File: config.mk
export PLATFORM = sky130hd
export DESIGN_NAME = rrf_alloc_ctrl_flat
export DESIGN_NICKNAME = d
export VERILOG_FILES = /design/src/rtl/rrf_pkg.sv /design/src/rtl/rrf_alloc_ctrl_if.sv /design/src/rtl/rrf_freelist_fifo.sv /design/src/rtl/rrf_alloc_ctrl.sv /design/src/flat_wrapper.sv
export SDC_FILE = /design/constraint.sdc
export NUM_CORES = 1
export LEC_CHECK = 0
export ABC_CLOCK_PERIOD_IN_PS = 10500
export CAP_MARGIN = 25
export CORE_MARGIN = 3
export CORE_UTILIZATION = 50
export DETAILED_ROUTE_END_ITERATION = 8
export PLACE_DENSITY = 0.66
export SYNTH_ARGS = -nofsm -noshare
export SYNTH_HDL_FRONTEND = slang
export SYNTH_SLANG_ARGS = --single-unit
export TNS_END_PERCENT = 20
File: constraint.sdc
create_clock -name clk -period 10.5 [get_ports clk]
set_input_delay 2.1 -clock clk [delete_from_list [all_inputs] [get_ports clk]]
set_output_delay 2.1 -clock clk [all_outputs]
set_load 0.03 [all_outputs]
File: src/rtl/rrf_pkg.sv
// Shared sizing and types for the rename-register free-list controller.
package rrf_pkg;
    localparam int RRF_DEPTH = 16;
    localparam int TAG_W     = $clog2(RRF_DEPTH);

    typedef logic [TAG_W-1:0] rrf_tag_t;
    typedef logic [TAG_W:0]   rrf_cnt_t;

    function automatic logic [1:0] sum2(input logic a, input logic b);
        return {1'b0, a} + {1'b0, b};
    endfunction
endpackage

File: src/rtl/rrf_alloc_ctrl_if.sv
// Decode/retire/flush handshake bundle between the pipeline and the RRF allocator.
interface rrf_alloc_ctrl_if;
    import rrf_pkg::*;

    logic     map_req_A, map_req_B;
    logic     alloc_gnt_A, alloc_gnt_B;
    rrf_tag_t alloc_tag_A, alloc_tag_B;
    logic     rrError_A, rrError_B;
    logic     free_en_A, free_en_B;
    rrf_tag_t free_tag_A, free_tag_B;
    logic     flush;
    rrf_cnt_t free_count;
    logic     err_overflow;

    modport master (
        output map_req_A, map_req_B, free_en_A, free_tag_A, free_en_B, free_tag_B, flush,
        input  alloc_gnt_A, alloc_gnt_B, alloc_tag_A, alloc_tag_B, rrError_A, rrError_B,
               free_count, err_overflow
    );

    modport slave (
        input  map_req_A, map_req_B, free_en_A, free_tag_A, free_en_B, free_tag_B, flush,
        output alloc_gnt_A, alloc_gnt_B, alloc_tag_A, alloc_tag_B, rrError_A, rrError_B,
               free_count, err_overflow
    );
endinterface

File: src/rtl/rrf_freelist_fifo.sv
// Circular tag store, 2 pops and 2 pushes per cycle; reset/flush reload identity order.
module rrf_freelist_fifo
    import rrf_pkg::*;
(
    input  logic       clk,
    input  logic       rst_n,
    input  logic       flush,
    input  logic [1:0] n_pop,
    input  logic       push_a,
    input  logic       push_b,
    input  rrf_tag_t   wr_tag_a,
    input  rrf_tag_t   wr_tag_b,
    output rrf_tag_t   rd_tag0,
    output rrf_tag_t   rd_tag1,
    output rrf_cnt_t   count
);
    rrf_tag_t mem [RRF_DEPTH];
    rrf_tag_t head, tail;

    assign rd_tag0 = mem[head];
    assign rd_tag1 = mem[head + rrf_tag_t'(1)];

    // Caller guarantees pushes never exceed free space, so count cannot pass RRF_DEPTH.
    always_ff @(posedge clk) begin
        if (!rst_n || flush) begin
            head  <= '0;
            tail  <= '0;
            count <= rrf_cnt_t'(RRF_DEPTH);
            for (int i = 0; i < RRF_DEPTH; i++) mem[i] <= rrf_tag_t'(i);
        end else begin
            if (push_a) mem[tail] <= wr_tag_a;
            if (push_b) mem[push_a ? tail + rrf_tag_t'(1) : tail] <= wr_tag_b;
            head  <= head + rrf_tag_t'(n_pop);
            tail  <= tail + rrf_tag_t'(sum2(push_a, push_b));
            count <= count - rrf_cnt_t'(n_pop) + rrf_cnt_t'(sum2(push_a, push_b));
        end
    end
endmodule

File: src/rtl/rrf_alloc_ctrl.sv
// RRF allocation controller: in-order dual grant from the free list, retire reclaim, sticky overflow flag.
module rrf_alloc_ctrl
    import rrf_pkg::*;
(
    input  logic              clk,
    input  logic              rst_n,
    rrf_alloc_ctrl_if.slave   bus
);
    localparam int SPW = TAG_W + 2;

    rrf_cnt_t       count;
    rrf_tag_t       tag0, tag1;
    logic           active, gnt_a, gnt_b, push_a, push_b, drop;
    logic [1:0]     n_alloc;
    logic [SPW-1:0] space;
    logic           err_q;

    assign active = rst_n & ~bus.flush;

    always_comb begin
        gnt_a   = active & bus.map_req_A & (count >= rrf_cnt_t'(1));
        gnt_b   = active & bus.map_req_B & (~bus.map_req_A | gnt_a)
                & (count >= (gnt_a ? rrf_cnt_t'(2) : rrf_cnt_t'(1)));
        n_alloc = sum2(gnt_a, gnt_b);
        // Slots popped this edge are reusable by same-edge pushes.
        space   = SPW'(RRF_DEPTH) - SPW'(count) + SPW'(n_alloc);
        push_a  = active & bus.free_en_A & (space >= SPW'(1));
        push_b  = active & bus.free_en_B & (space >= (push_a ? SPW'(2) : SPW'(1)));
        drop    = active & ((bus.free_en_A & ~push_a) | (bus.free_en_B & ~push_b));
    end

    rrf_freelist_fifo u_fifo (
        .clk      (clk),
        .rst_n    (rst_n),
        .flush    (bus.flush),
        .n_pop    (n_alloc),
        .push_a   (push_a),
        .push_b   (push_b),
        .wr_tag_a (bus.free_tag_A),
        .wr_tag_b (bus.free_tag_B),
        .rd_tag0  (tag0),
        .rd_tag1  (tag1),
        .count    (count)
    );

    always_ff @(posedge clk) begin
        if (!rst_n)    err_q <= 1'b0;
        else if (drop) err_q <= 1'b1;
    end

    assign bus.alloc_gnt_A  = gnt_a;
    assign bus.alloc_gnt_B  = gnt_b;
    assign bus.alloc_tag_A  = tag0;
    assign bus.alloc_tag_B  = gnt_a ? tag1 : tag0;
    assign bus.rrError_A    = active & bus.map_req_A & ~gnt_a;
    assign bus.rrError_B    = active & bus.map_req_B & ~gnt_b;
    assign bus.free_count   = count;
    assign bus.err_overflow = err_q;
endmodule

File: src/flat_wrapper.sv
// flat-port wrapper written by rule: the top's interface ports become plain ports
module rrf_alloc_ctrl_flat import rrf_pkg::*;
  (clk, rst_n, bus_map_req_A, bus_map_req_B, bus_free_en_A, bus_free_tag_A, bus_free_en_B, bus_free_tag_B, bus_flush, bus_alloc_gnt_A, bus_alloc_gnt_B, bus_alloc_tag_A, bus_alloc_tag_B, bus_rrError_A, bus_rrError_B, bus_free_count, bus_err_overflow);
  rrf_alloc_ctrl_if bus_i ();
  input  logic clk;
  input  logic rst_n;
  input wire logic [$bits(bus_i.map_req_A)-1:0] bus_map_req_A;
  input wire logic [$bits(bus_i.map_req_B)-1:0] bus_map_req_B;
  input wire logic [$bits(bus_i.free_en_A)-1:0] bus_free_en_A;
  input wire logic [$bits(bus_i.free_tag_A)-1:0] bus_free_tag_A;
  input wire logic [$bits(bus_i.free_en_B)-1:0] bus_free_en_B;
  input wire logic [$bits(bus_i.free_tag_B)-1:0] bus_free_tag_B;
  input wire logic [$bits(bus_i.flush)-1:0] bus_flush;
  output wire logic [$bits(bus_i.alloc_gnt_A)-1:0] bus_alloc_gnt_A;
  output wire logic [$bits(bus_i.alloc_gnt_B)-1:0] bus_alloc_gnt_B;
  output wire logic [$bits(bus_i.alloc_tag_A)-1:0] bus_alloc_tag_A;
  output wire logic [$bits(bus_i.alloc_tag_B)-1:0] bus_alloc_tag_B;
  output wire logic [$bits(bus_i.rrError_A)-1:0] bus_rrError_A;
  output wire logic [$bits(bus_i.rrError_B)-1:0] bus_rrError_B;
  output wire logic [$bits(bus_i.free_count)-1:0] bus_free_count;
  output wire logic [$bits(bus_i.err_overflow)-1:0] bus_err_overflow;
  assign bus_i.map_req_A = bus_map_req_A;
  assign bus_i.map_req_B = bus_map_req_B;
  assign bus_i.free_en_A = bus_free_en_A;
  assign bus_i.free_tag_A = bus_free_tag_A;
  assign bus_i.free_en_B = bus_free_en_B;
  assign bus_i.free_tag_B = bus_free_tag_B;
  assign bus_i.flush = bus_flush;
  assign bus_alloc_gnt_A = bus_i.alloc_gnt_A;
  assign bus_alloc_gnt_B = bus_i.alloc_gnt_B;
  assign bus_alloc_tag_A = bus_i.alloc_tag_A;
  assign bus_alloc_tag_B = bus_i.alloc_tag_B;
  assign bus_rrError_A = bus_i.rrError_A;
  assign bus_rrError_B = bus_i.rrError_B;
  assign bus_free_count = bus_i.free_count;
  assign bus_err_overflow = bus_i.err_overflow;
  rrf_alloc_ctrl u_core (.clk(clk), .rst_n(rst_n), .bus(bus_i));
endmodule
==> impl_metrics.py <==
metrics = {
    "outcome": {
        "outcome": "completed",
    },
    "power": {
        "p_clk_frac": 0.400,
        "p_int_mw": 0.734,
        "seqPwrFrac": 0.347,
        "p_total_mw": 1.04,
        "p_comb_frac": 0.254,
        "power.net_switching_mw": 0.303,
        "swShare": 0.292,
        "ir_drop_mv": 0.0946,
        "power.density_nw_per_um2": 156,
        "power.leakage_nw": 2.23,
    },
    "timing": {
        "post-route-period-util": 0.786,
        "finalClockSkew_ps": 6.70,
        "post-route-min-period_ps": 8250,
        "hold_viol": 0,
        "whs_ps": 502,
        "rsz0062_at_grt": "no",
        "setup_ws_ps": 2250,
        "max_freq_mhz": 121,
        "report.final.slew_viol_count": 0,
        "fin_tns_setup_ps": 0,
        "relSlewSlack": 0.383,
        "setup_viol": 0,
        "worst_pin_slew_ps": 922,
    },
    "place": {
        "dpl_worst_slack_ps": 1900,
        "numPortBuffers": 32,
        "dp.cells": 660,
        "place_hpwl_um": 12000,
        "gp_congestion": 0.893,
        "dpl-instance-area_sq_um": 6260,
    },
    "synthesis": {
        "synth-simple-area-share": 0.142,
        "synthCells": 522,
        "ys_types": 57,
        "ys_async_sr_fraction": 0,
        "synth_xor_area_frac": 0.0134,
        "synthMuxAreaShare": 0.248,
        "synth_area_leaders": "edfxtp_1, mux4_2, mux2_2",
        "synth_top_area_frac": 0.327,
        "synth-edff-count": 64,
        "yosysSeqAreaShare": 0.375,
        "syn_nets": 567,
        "synth_top_flop_cell": "edfxtp_1",
        "synth_fa_ha_area_frac": 0.0703,
        "synth.largest_area_cell": "edfxtp_1",
        "synth_compound_area_frac": 0.107,
        "synth.most_common_cell": "edfxtp_1",
        "ys_top_cells_by_count": "edfxtp_1, nand2_1, mux2_2",
        "synth_top_family_by_area": "multiplexers",
        "avgSynthCellArea_sq_um": 11.3,
        "yosysWarnings": 0,
        "syn_area_sq_um": 5880,
        "synth-seq-cells": 78,
    },
    "global_routing": {
        "grt_pass1_vias": 4418,
        "antenna_found_initial": 0,
        "grtUsageMet2": 0.397,
        "use_met3": 0.0354,
        "met1_usage": 0.388,
        "track_usage": 0.263,
        "grt_pass1_wl_um": 25700,
        "grt-busiest-layer": "met2",
        "grt_max_degree": 36,
        "grt_overflow": 0,
    },
    "floorplanning": {
        "core.rowCount": 38,
        "ios": 33,
        "die_h_um": 114,
        "start_util": 0.526,
        "die_area_sq_um": 13100,
        "fp.dieW_um": 114,
        "fp.coreArea_sq_um": 11200,
    },
    "clocking": {
        "cts.sinks": 78,
        "htreeDepth": 3,
        "cts_root_buffer": "clkbuf_16",
        "clock_latency_ps": 350,
        "cts.clk_slew.worst_paths_ps": 60,
        "post_cts_buffers": 0,
        "postCtsHoldBufs": 0,
        "clk_path_buf_depth": 2,
        "tritoncts": "built",
        "cts_resized": 0,
        "cts_buffers": 9,
    },
    "setup_path": {
        "cp_max_fo": 15,
        "arrival_ps": 8490,
        "cpMaxStageDelayCell": "clkdlybuf4s50_1",
        "critPathCaptureType": "flip-flop",
        "path_class": "in -> reg",
        "crit_path_start_kind": "input port",
        "path_common_cell": "ha_1",
        "max_stage_delay_ps": 490,
        "critPathRequiredTime_ps": 10740,
    },
    "job": {
        "maxCapViolations": 0,
    },
    "layout": {
        "syn2layout_area_growth_pct": 13.5,
        "n_antenna_cell": 0,
        "fin_util": 0.597,
        "instances_no_fill": 677,
        "finalInstanceArea_sq_um": 6670,
        "fin_nets": 577,
        "drive_gt1_frac": 0.207,
    },
    "drt": {
        "final_antenna_net_count": 0,
        "drc_errors": 0,
        "viasPerCell": 6.61,
        "vias": 4472,
        "dr.first_iter.drc_count": 534,
        "routedWlPerCell_um": 24.3,
        "routed_wl_um": 16400,
        "first_pass_iters": 6,
    },
    "hold_path": {
        "min-delay-path-class": "reg -> reg",
    },
}
-- registers in the layout (all words and copies together) (netlist names) --
| name | cells |
|---|---|
| u_core.u_fifo.count | 5 |
| u_core.u_fifo.head | 4 |
| u_core.u_fifo.tail | 4 |
| u_core.bus.err_overflow | 1 |
| u_core.u_fifo.mem | 64 |
-- path summary, 6_finish.rpt --
path                                         startpoint                       to  slack (ps)  cells past startpoint
worst max-delay path                              rst_n   u_core.u_fifo.count[4]        2250                     34
worst min-delay path            u_core.bus.err_overflow  u_core.bus.err_overflow         500                      1
worst max register to register   u_core.u_fifo.count[3]   u_core.u_fifo.count[4]        3550                     36
worst min register to register  u_core.bus.err_overflow  u_core.bus.err_overflow         500                      1
-- cells in the final DEF (no fill, tap or decap), types with 12 or more instances in the layout --
cell             instances
nor2b_1                 12
nor2_1                  24
dfxtp_1                 13
nand3_1                 24
mux4_2                  36
and3_1                  13
a21oi_1                 19
edfxtp_1                64
inv_1                   26
clkdlybuf4s50_1         32
nand2_1                 43
mux2i_1                 22
mux2_2                  38
ha_1                    25
-- area by class of cell --
cell class,count,area (sq um)
Timing Repair Buffer,38,385
Multi-Input combinational cell,377,3420
Sequential cell,78,2200
Clock inverter,6,158
Clock buffer,10,229
Tap cell,140,175
Fill cell,897,4500
Inverter,28,105
-- critical path, delay by kind of cell --
kind | cells | cell delay (ps)
compound gates | 8 | 1660
fa+ha+maj | 9 | 2670
simple gates | 9 | 1020
buf+inv | 8 | 1040
-- power groups by stage --
stage / combinational (mW) / sequential [mW] / clock [mW]
5_1_grt: 0.286 / 0.361 / 0.426
3_5_place_dp: 0.258 / 0.366 / 0
3_3_place_gp: 0.251 / 0.365 / 0
2_1_floorplan: 0.179 / 0.368 / 0
6_report: 0.263 / 0.360 / 0.415
4_1_cts: 0.260 / 0.359 / 0.416
-- cells by family (layout without fill, tap and decap cells) --
group / after synthesis / in the layout
simple gates: 158 / 158
mux: 96 / 96
flops: 78 / 78
xor+xnor: 9 / 9
compound gates: 84 / 84
fa+ha+maj: 30 / 30
buf+inv: 67 / 82
-- per-layer routing --
metal	wire length (um)	part of all wire
met1	7210	0.44
met2	7530	0.46
met3	1190	0.073
met4	497	0.030
met5	0	0
Power figures use the tool's default switching activity.
